File: config.mk
export PLATFORM = sky130hd
export DESIGN_NAME = perm_lane_buf
export DESIGN_NICKNAME = d
export VERILOG_FILES = /design/src/rtl/perm_pkg_types.sv /design/src/rtl/perm_lane_bank.sv /design/src/rtl/perm_lane_buf.sv
export SDC_FILE = /design/constraint.sdc
export NUM_CORES = 2
export LEC_CHECK = 0
export BUFFER_PORTS_ARGS = -buffer_cell sky130_fd_sc_hd__buf_2
export CORE_UTILIZATION = 51
export DETAILED_ROUTE_END_ITERATION = 6
export MAX_ROUTING_LAYER = met4
export PLACE_DENSITY = 0.65
export SYNTH_ARGS = -nofsm -noshare
export SYNTH_HDL_FRONTEND = slang
export SYNTH_SLANG_ARGS = --single-unit
File: constraint.sdc
create_clock -name clk -period 14.25 [get_ports clk]
set_clock_uncertainty 0.1 [all_clocks]
set_input_delay 2.85 -clock clk [delete_from_list [all_inputs] [get_ports clk]]
set_output_delay 2.85 -clock clk [all_outputs]
set_load 0.01 [all_outputs]
File: src/rtl/perm_pkg_types.sv
// Shared types and helpers for the permutation lane buffer.
package perm_pkg_types;

  localparam int LW_DEF   = 64;
  localparam int NX_DEF   = 5;
  localparam int NY_DEF   = 5;
  localparam int NBUF_DEF = 2;

  typedef logic [LW_DEF-1:0] lane_t;

  // Lane-index width for the default grid.
  localparam int LIW = $clog2(NX_DEF * NY_DEF);

  // Linear lane index, x fastest.
  function automatic int lane_idx(input int x, input int y, input int nx);
    return x + nx * y;
  endfunction

  // $clog2 that never returns zero, so 1-entry dimensions still get a 1-bit field.
  function automatic int clog2_min1(input int v);
    return (v > 1) ? $clog2(v) : 1;
  endfunction

endpackage

File: src/rtl/perm_lane_bank.sv
// One block bank: DEPTH x LW storage, one write port, registered read port.
module perm_lane_bank #(
  parameter int LW    = 64,
  parameter int DEPTH = 25,
  parameter int AW    = 5
) (
  input  logic          clk,
  input  logic          rst,
  input  logic          we_i,
  input  logic [AW-1:0] waddr_i,
  input  logic [LW-1:0] wdata_i,
  input  logic [AW-1:0] raddr_i,
  output logic [LW-1:0] rdata_o
);

  logic [LW-1:0] mem [DEPTH];
  logic [LW-1:0] rdata_q;

  // Storage write; contents deliberately survive reset.
  always_ff @(posedge clk) begin
    if (we_i) mem[waddr_i] <= wdata_i;
  end

  // Read register is cleared on reset so the output is defined from time zero.
  always_ff @(posedge clk or posedge rst) begin
    if (rst) rdata_q <= '0;
    else     rdata_q <= mem[raddr_i];
  end

  assign rdata_o = rdata_q;

endmodule

File: src/rtl/perm_lane_buf.sv
// Multi-bank lane buffer: fills NX*NY-lane blocks from the input stream and
// presents completed blocks oldest-first for random (x,y) lane reads.
module perm_lane_buf
  import perm_pkg_types::*;
#(
  parameter int LW   = LW_DEF,
  parameter int NX   = NX_DEF,
  parameter int NY   = NY_DEF,
  parameter int NBUF = NBUF_DEF,
  localparam int XW  = clog2_min1(NX),
  localparam int YW  = clog2_min1(NY),
  localparam int BW  = clog2_min1(NBUF)
) (
  input  logic          clk,
  input  logic          rst,
  input  logic          pushin,
  input  logic          firstin,
  input  logic [LW-1:0] din,
  output logic          stopin,
  output logic          blk_valid,
  output logic [BW-1:0] blk_bank,
  input  logic [XW-1:0] rx,
  input  logic [YW-1:0] ry,
  output logic [LW-1:0] rd,
  input  logic          blk_done,
  output logic          err_frame,
  output logic          err_nofirst,
  output logic          err_ovf
);

  localparam int NL  = NX * NY;
  localparam int LIW_L = clog2_min1(NL);

  function automatic logic [BW-1:0] ptr_inc(input logic [BW-1:0] p);
    return (p == BW'(NBUF - 1)) ? '0 : p + 1'b1;
  endfunction

  logic [NBUF-1:0]  full_q, full_d;
  logic [BW-1:0]    wptr_q, wptr_d, rptr_q, rptr_d;
  logic [LIW_L-1:0] lane_q, lane_d;
  logic             err_frame_q, err_nofirst_q, err_ovf_q;
  logic             set_frame, set_nofirst;

  logic             accept, we, last, done;
  logic [LIW_L-1:0] waddr;

  logic             oob, oob_q;
  logic [LIW_L-1:0] raddr;
  logic [BW-1:0]    rsel_q;
  logic [NBUF-1:0][LW-1:0] bank_rd;

  // Backpressure comes straight from registered full flags.
  assign stopin    = &full_q;
  assign accept    = pushin & ~stopin;
  assign blk_valid = full_q[rptr_q];
  assign blk_bank  = rptr_q;

  // Lane sequencing, framing checks, bank fill/release bookkeeping.
  always_comb begin
    full_d      = full_q;
    wptr_d      = wptr_q;
    rptr_d      = rptr_q;
    lane_d      = lane_q;
    we          = 1'b0;
    waddr       = '0;
    set_frame   = 1'b0;
    set_nofirst = 1'b0;
    if (accept) begin
      if (firstin) begin
        // An early firstin restarts the block; partial lanes are abandoned.
        we        = 1'b1;
        waddr     = '0;
        lane_d    = LIW_L'(1);
        set_frame = (lane_q != '0);
      end else if (lane_q == '0) begin
        set_nofirst = 1'b1;
      end else begin
        we     = 1'b1;
        waddr  = lane_q;
        lane_d = lane_q + 1'b1;
      end
    end
    last = we && (waddr == LIW_L'(NL - 1));
    // Release is evaluated against pre-cycle full state, so a bank that is
    // only now completing cannot be released in the same cycle.
    done = blk_done & full_q[rptr_q];
    if (done) begin
      full_d[rptr_q] = 1'b0;
      rptr_d         = ptr_inc(rptr_q);
    end
    if (last) begin
      full_d[wptr_q] = 1'b1;
      wptr_d         = ptr_inc(wptr_q);
      lane_d         = '0;
    end
  end

  // Control state and sticky error flags.
  always_ff @(posedge clk or posedge rst) begin
    if (rst) begin
      full_q        <= '0;
      wptr_q        <= '0;
      rptr_q        <= '0;
      lane_q        <= '0;
      err_frame_q   <= 1'b0;
      err_nofirst_q <= 1'b0;
      err_ovf_q     <= 1'b0;
    end else begin
      full_q        <= full_d;
      wptr_q        <= wptr_d;
      rptr_q        <= rptr_d;
      lane_q        <= lane_d;
      err_frame_q   <= err_frame_q | set_frame;
      err_nofirst_q <= err_nofirst_q | set_nofirst;
      err_ovf_q     <= err_ovf_q | (pushin & stopin);
    end
  end

  assign err_frame   = err_frame_q;
  assign err_nofirst = err_nofirst_q;
  assign err_ovf     = err_ovf_q;

  // Out-of-grid coordinates read address 0 and are masked to zero at the output.
  assign oob   = (int'(rx) >= NX) || (int'(ry) >= NY);
  assign raddr = oob ? '0 : LIW_L'(lane_idx(int'(rx), int'(ry), NX));

  // Track which bank and mask the registered bank reads belong to.
  always_ff @(posedge clk or posedge rst) begin
    if (rst) begin
      rsel_q <= '0;
      oob_q  <= 1'b0;
    end else begin
      rsel_q <= rptr_q;
      oob_q  <= oob;
    end
  end

  for (genvar b = 0; b < NBUF; b++) begin : g_bank
    perm_lane_bank #(
      .LW   (LW),
      .DEPTH(NL),
      .AW   (LIW_L)
    ) u_bank (
      .clk    (clk),
      .rst    (rst),
      .we_i   (we && (wptr_q == BW'(b))),
      .waddr_i(waddr),
      .wdata_i(din),
      .raddr_i(raddr),
      .rdata_o(bank_rd[b])
    );
  end

  assign rd = oob_q ? '0 : bank_rd[rsel_q];

endmodule

=== After elaboration in Yosys (flattened, before gate mapping) ===
Memory sizes are Yosys's and may differ from the RTL's. A register that Yosys moved wholly into a read port is not among the register bits.
Cells that the tools add are included.

* Memories kept: 2
* Register bits: 14
* Memory bits (writable): 3,200
* Input bits: 75
* Word-level logic and storage cells: 80
* Output and inout port bits: 70

{| class="wikitable"
|+ Memories
! name !! depth !! bits a word !! read ports !! clocked after memory_dff !! write ports !! line !! RTL
|-
| g_bank[0].u_bank.mem || 25 || 64 || 1 || 1 || 1 || perm_lane_bank.sv:16 || <nowiki>logic [LW-1:0] mem [DEPTH];</nowiki>
|-
| g_bank[1].u_bank.mem || 25 || 64 || 1 || 1 || 1 || perm_lane_bank.sv:16 ||
|}

* Bitwise gates (word level): 11
* Reduce and logical (&&, ||, !) cells: 11
* Mux-type cells: 33
* Multipliers: 1
* Magnitude comparators: 7
* $add $sub $neg: 4
* Equality and inequality tests: 2

{| class="wikitable"
|+ Operators with widths
! operator !! number
|-
| 64-bit 2-to-1 mux || 3
|-
| 5-bit 2-to-1 mux || 8
|-
| 1-bit 2-to-1 mux || 18
|-
| 3-bit >= comparator, second input constant || 2
|-
| 1-bit by 2-bit < comparator with 1-bit output, second input constant || 3
|-
| 3-bit by 5-bit adder with 5-bit output || 1
|-
| 5-bit by 1-bit adder with 5-bit output, second input constant || 1
|-
| 5-bit equality test, second input constant || 1
|-
| 1-bit logical AND || 5
|-
| 5-bit logical NOT || 1
|-
| 3-bit by 3-bit multiplier with 5-bit output, first input constant || 1
|-
| 5-bit nonzero test || 1
|-
| 2-bit 2-to-1 mux || 2
|-
| 2-bit AND reduction || 2
|-
| 1-bit AND || 3
|-
| 3-bit inequality test, second input constant || 1
|-
| 1-bit bitwise OR || 3
|-
| 1-bit adder, second input constant || 2
|-
| 2-bit AND || 1
|-
| 1-bit demux with 1-bit select || 2
|-
| 1-bit >= comparator, second input constant || 2
|-
| 1-bit NOT || 2
|-
| 2-bit NOT || 1
|-
| 2-bit bitwise OR || 1
|-
| 2 further kinds || 2
|}

=== Longest topological paths before layout ===
* Depth in word-level cells: 9
* Gate-level depth with buffers: 12
* Depth with buffers taken out: 9

=== Cells and area by module ===
From an unflattened synthesis, not the netlist that was laid out.

* Cells, all modules: 5,713
* Area total of the unflattened synthesis: 126,368.7 um2

{| class="wikitable"
|+ By module, submodules not included
! module !! cells an instance !! area an instance (um2) !! instances !! sequential area each (um2)
|-
| perm_lane_bank || 2,740 || 62,263.5 || 2 || 49,647.6
|-
| perm_lane_buf || 233 || 1,841.8 || 1 || 350.3
|}

=== Worst setup path after synthesis ===
No wires, ideal clock.

* Path kind: input to register
* From: input port firstin
* To: memory g_bank[0].u_bank.mem[24][0] (enable)
* Slack: 3,851 ps
* Arrival time: 9,648 ps
* Path buffers: 1
* Stages on the path: 4
* Cells stage by stage: clkbuf_1 -> nor2_1 -> nand4_1 -> nor4_1

* Longest elaborated chain between the ends: 5

{| class="wikitable"
|+ RTL lines
! element !! line !! RTL
|-
| start, declared || perm_lane_buf.sv:17 || <nowiki>input logic firstin,</nowiki>
|-
| 1-bit 2-to-1 mux || perm_lane_buf.sv:69 || <nowiki>if (firstin) begin</nowiki>
|-
| 1-bit 2-to-1 mux || perm_lane_buf.sv:68 || <nowiki>if (accept) begin</nowiki>
|-
| 1-bit logical AND || perm_lane_buf.sv:146 || <nowiki>.we_i (we && (wptr_q == BW'(b))),</nowiki>
|-
| 1-bit 2-to-1 mux || perm_lane_bank.sv:21 || <nowiki>if (we_i) mem[waddr_i] <= wdata_i;</nowiki>
|-
| 1-bit 2-to-1 mux (not written as such) || perm_lane_bank.sv:21 ||
|-
| end, declared || perm_lane_bank.sv:16 ||
|}

Several ways; a longest one is shown, not always the timed one.

=== Worst setup path after layout ===
* From: register rsel_q
* To: output port rd[42]

* Longest elaborated chain between the ends: 3

{| class="wikitable"
|+ RTL lines
! element !! line !! RTL
|-
| start, declared || perm_lane_buf.sv:49 || <nowiki>logic [BW-1:0] rsel_q;</nowiki>
|-
| start signal, assigned || perm_lane_buf.sv:133 || <nowiki>rsel_q <= rptr_q;</nowiki>
|-
| 64-bit 2-to-1 mux (not written as such) (2 in a row) || perm_lane_buf.sv:154 || <nowiki>assign rd = oob_q ? '0 : bank_rd[rsel_q];</nowiki>
|-
| 64-bit 2-to-1 mux || perm_lane_buf.sv:154 ||
|-
| end, declared || perm_lane_buf.sv:24 || <nowiki>output logic [LW-1:0] rd,</nowiki>
|}

No other way between the ends. The select of a mux whose other input is x is not followed.

==> results.py <==
metrics = {
    "critical_path": {
        "reg2reg_from": "full_q[0]",
        "arrival_ns": 4.62,
        "path_common_cell": "buf_4",
        "worstSetupStartpoint": "rsel_q",
        "critical_path.top_delay_family": "buffers and inverters",
        "crit_fanout": 26,
        "rrSetupSlack_ns": 9.04,
        "worstSetupEndpointType": "primary output",
        "critical_path_depth": 5,
        "crit_slowest_cell": "mux2i_1",
        "cpPeakStageDelay_ns": 0.92,
        "critPathCapture": "rd[42]",
        "critPathKind": "flop to primary output",
        "crit_chain": "buf_4 -> buf_4 -> mux2i_1 -> nor2_1 -> buf_2",
        "reg2regPathDepth": 6,
        "r2r-end": "g_bank[0].u_bank.mem[14][8]",
        "cp.buffers_inverters": 3,
        "required_ns": 11.30,
        "start_kind": "flop",
    },
    "routing": {
        "vias": 80300,
        "drtPass1Iterations": 7,
        "wl_met2_mm": 192,
        "m1WireLength_mm": 160,
        "ant_nets": 0,
        "routedWlPerCell_um": 35.7,
        "met3_wirelength_mm": 50.8,
        "dr.first_iter.drc_count": 12000,
        "via_per_inst": 6.86,
        "post-route-drc-count": 39,
        "top_layer_used": "met4",
        "wl_mm": 417,
    },
    "global_route": {
        "grt_pass1_wl_mm": 583,
        "grt_overflow_total": 0,
        "grt_pass1_vias": 77300,
        "grt_max_degree": 142,
        "antenna_found_initial": 26,
        "grt_usage": 0.323,
    },
    "floorplanning": {
        "die_w_um": 514,
        "rows": 187,
        "die_h_um": 514,
        "dieArea_um2": 264000,
        "coreArea_um2": 260000,
        "initial_utilization": 0.514,
        "ios": 145,
    },
    "clock_network": {
        "postCtsHoldBufs": 0,
        "cts-resized-gates": 0,
        "cts_max_path_buffers": 4,
        "cts_root_buf": "clkbuf_16",
        "post_cts_buffers": 0,
        "cts_made_buffers": 353,
        "cts_tree": "built",
        "htree_levels": 5,
        "cts.reportedPaths.clkPinSlew_ns": 0.06,
        "insertion_delay_ns": 1.02,
        "clkSinkCount": 3342,
    },
    "synth": {
        "synth_xor_area_frac": 0.000197,
        "synth-edff-count": 3200,
        "synth_top_family_by_area": "multiplexers",
        "syn_nets": 7912,
        "synth_top_area_share": 0.719,
        "syn_inst": 7826,
        "synth.ff_latch_count": 3342,
        "ys_top_cells_by_area": "edfxtp_1, mux4_2, dfrtp_1, mux2i_1, a21oi_1",
        "synth-simple-area-share": 0.0402,
        "synth_flop_cell": "edfxtp_1",
        "yosysTopAreaCell": "edfxtp_1",
        "syn-cell-area_um2": 134000,
        "muxShareOfSynthArea": 0.0995,
        "yosysUniqueCellTypes": 59,
        "synth_compound_area_frac": 0.0913,
        "async_flop_share": 0.0425,
        "ys_seq_area_frac": 0.745,
        "synth_area_per_cell_um2": 17.1,
        "synthAdderAreaFrac": 0.00109,
        "yosysWarnings": 0,
    },
    "timing": {
        "fin_crit_ns": 7.57,
        "relSlewSlack": 0.201,
        "rsz0062_at_grt": "false",
        "period_share": 0.531,
        "hold_viol_final": 0,
        "tightestPinTransition_ns": 1.20,
        "max_freq_mhz": 132,
        "setup_slack_ns": 6.68,
        "slew_violations": 0,
        "setup_viol": 0,
        "tns_ns": 0,
    },
    "power": {
        "power_density_nw_per_um2": 153,
        "p_total_w": 0.0228,
        "leakagePower_nw": 47.7,
        "ir_worst_vdd_uv": 163,
    },
    "place": {
        "gp_congestion": 0.806,
        "portBuffers": 144,
        "dp.final_hpwl_mm": 198,
        "pre_cts_ws_ns": 6.12,
    },
    "status": {
        "outcome": "finished, violations left",
        "violations": "DRC",
    },
    "layout": {
        "fill_cells": 19500,
        "areaGrowthSynthToFinish_pct": 11.5,
        "mostFrequentLayoutCell": "edfxtp_1",
        "layout.nets": 7988,
        "drive_gt1_frac": 0.175,
        "final_cell_mix": "edfxtp_1, nand2_1, a21oi_1",
        "post-route-util": 0.573,
    },
    "worst_hold_path": {
        "hold_class": "flop to flop",
    },
    "job": {
        "maxCapViolations": 0,
    },
}
-- worst min-delay path by stage --
stage / depth (start not counted) / from / to
2_1_floorplan: 1 / err_frame / err_frame
3_3_place_gp: 1 / err_ovf / err_ovf
3_5_place_dp: 1 / err_ovf / err_ovf
4_1_cts: 1 / err_ovf / err_ovf
5_1_grt: 1 / err_ovf / err_ovf
6_report: 1 / err_ovf / err_ovf
-- per-layer routing --
layer / GRT usage / vias up
met1: 0.438 / 41900
li1: - / 31600
met5: - / -
met2: 0.482 / 5764
met4: 0.111 / 0
met3: 0.0737 / 922
-- cells by family (layout without fill, tap and decap cells) --
family,after synthesis,in the layout
adder cells (fa/ha/maj),11,11
buffers and inverters,631,982
multiplexers,833,833
AO/OA/AOI/OAI,1817,1817
flip-flops,3342,3342
other,0,21
XOR/XNOR,3,3
AND/OR/NAND/NOR,1189,1189
-- power breakdown --
group / switching [W] / internal (W)
logic: 0.00195 / 0.000960
registers: 0.000103 / 0.0110
clock network: 0.00372 / 0.00513
-- layout make-up --
class	count	area (µm²)	area share
clock inverters	132	1160	0.00775
multi-input cells	3853	31600	0.212
repair buffers	340	2420	0.0162
flip-flops and latches	3342	99700	0.668
inverters	12	75.1	0.000504
well taps	3496	4370	0.0293
clock buffers	498	9810	0.0658
diodes	21	52.6	0.000352
-- state kept, by name, summed over array words and instances, names as in the netlist --
register               cells
err_ovf                    1
err_frame                  1
err_nofirst                1
full_q                     2
rsel_q                     1
g_bank.u_bank.rdata_o    128
wptr_q                     1
g_bank.u_bank.mem       3200
lane_q                     5
oob_q                      1
blk_bank                   1
-- per-stage QoR --
stage               hold slack (ns)  cell area (µm²)  std cells
finish                        0.358           149000      11700
global placement              0.337           138000      11000
CTS                           0.360           149000      11700
global route                  0.395           149000      11700
detailed placement            0.339           138000      11000
floorplan                     0.393           134000       7826
-- synth_stat cells (all sizes together), types with 128 or more instances --
library cell	count
a211o	130
a21oi	512
a31o	128
buf	328
clkbuf	291
dfrtp	142
edfxtp	3200
mux2	128
mux2i	321
mux4	384
nand2	519
nand4	128
nor2	250
nor2b	130
nor3	130
o21a	131
o21ai	390
o2bb2ai	128
-- worst register-to-register path, cell delays in order (launching register included) --
cell	delay (ns)
dfrtp_1	0.44
a21bo_1	0.32
nor2_1	0.34
nand4b_1	0.80
nor2_4	1.05
buf_4	0.75
buf_4	0.94
No activity file was read; power rests on OpenSTA's default activity.
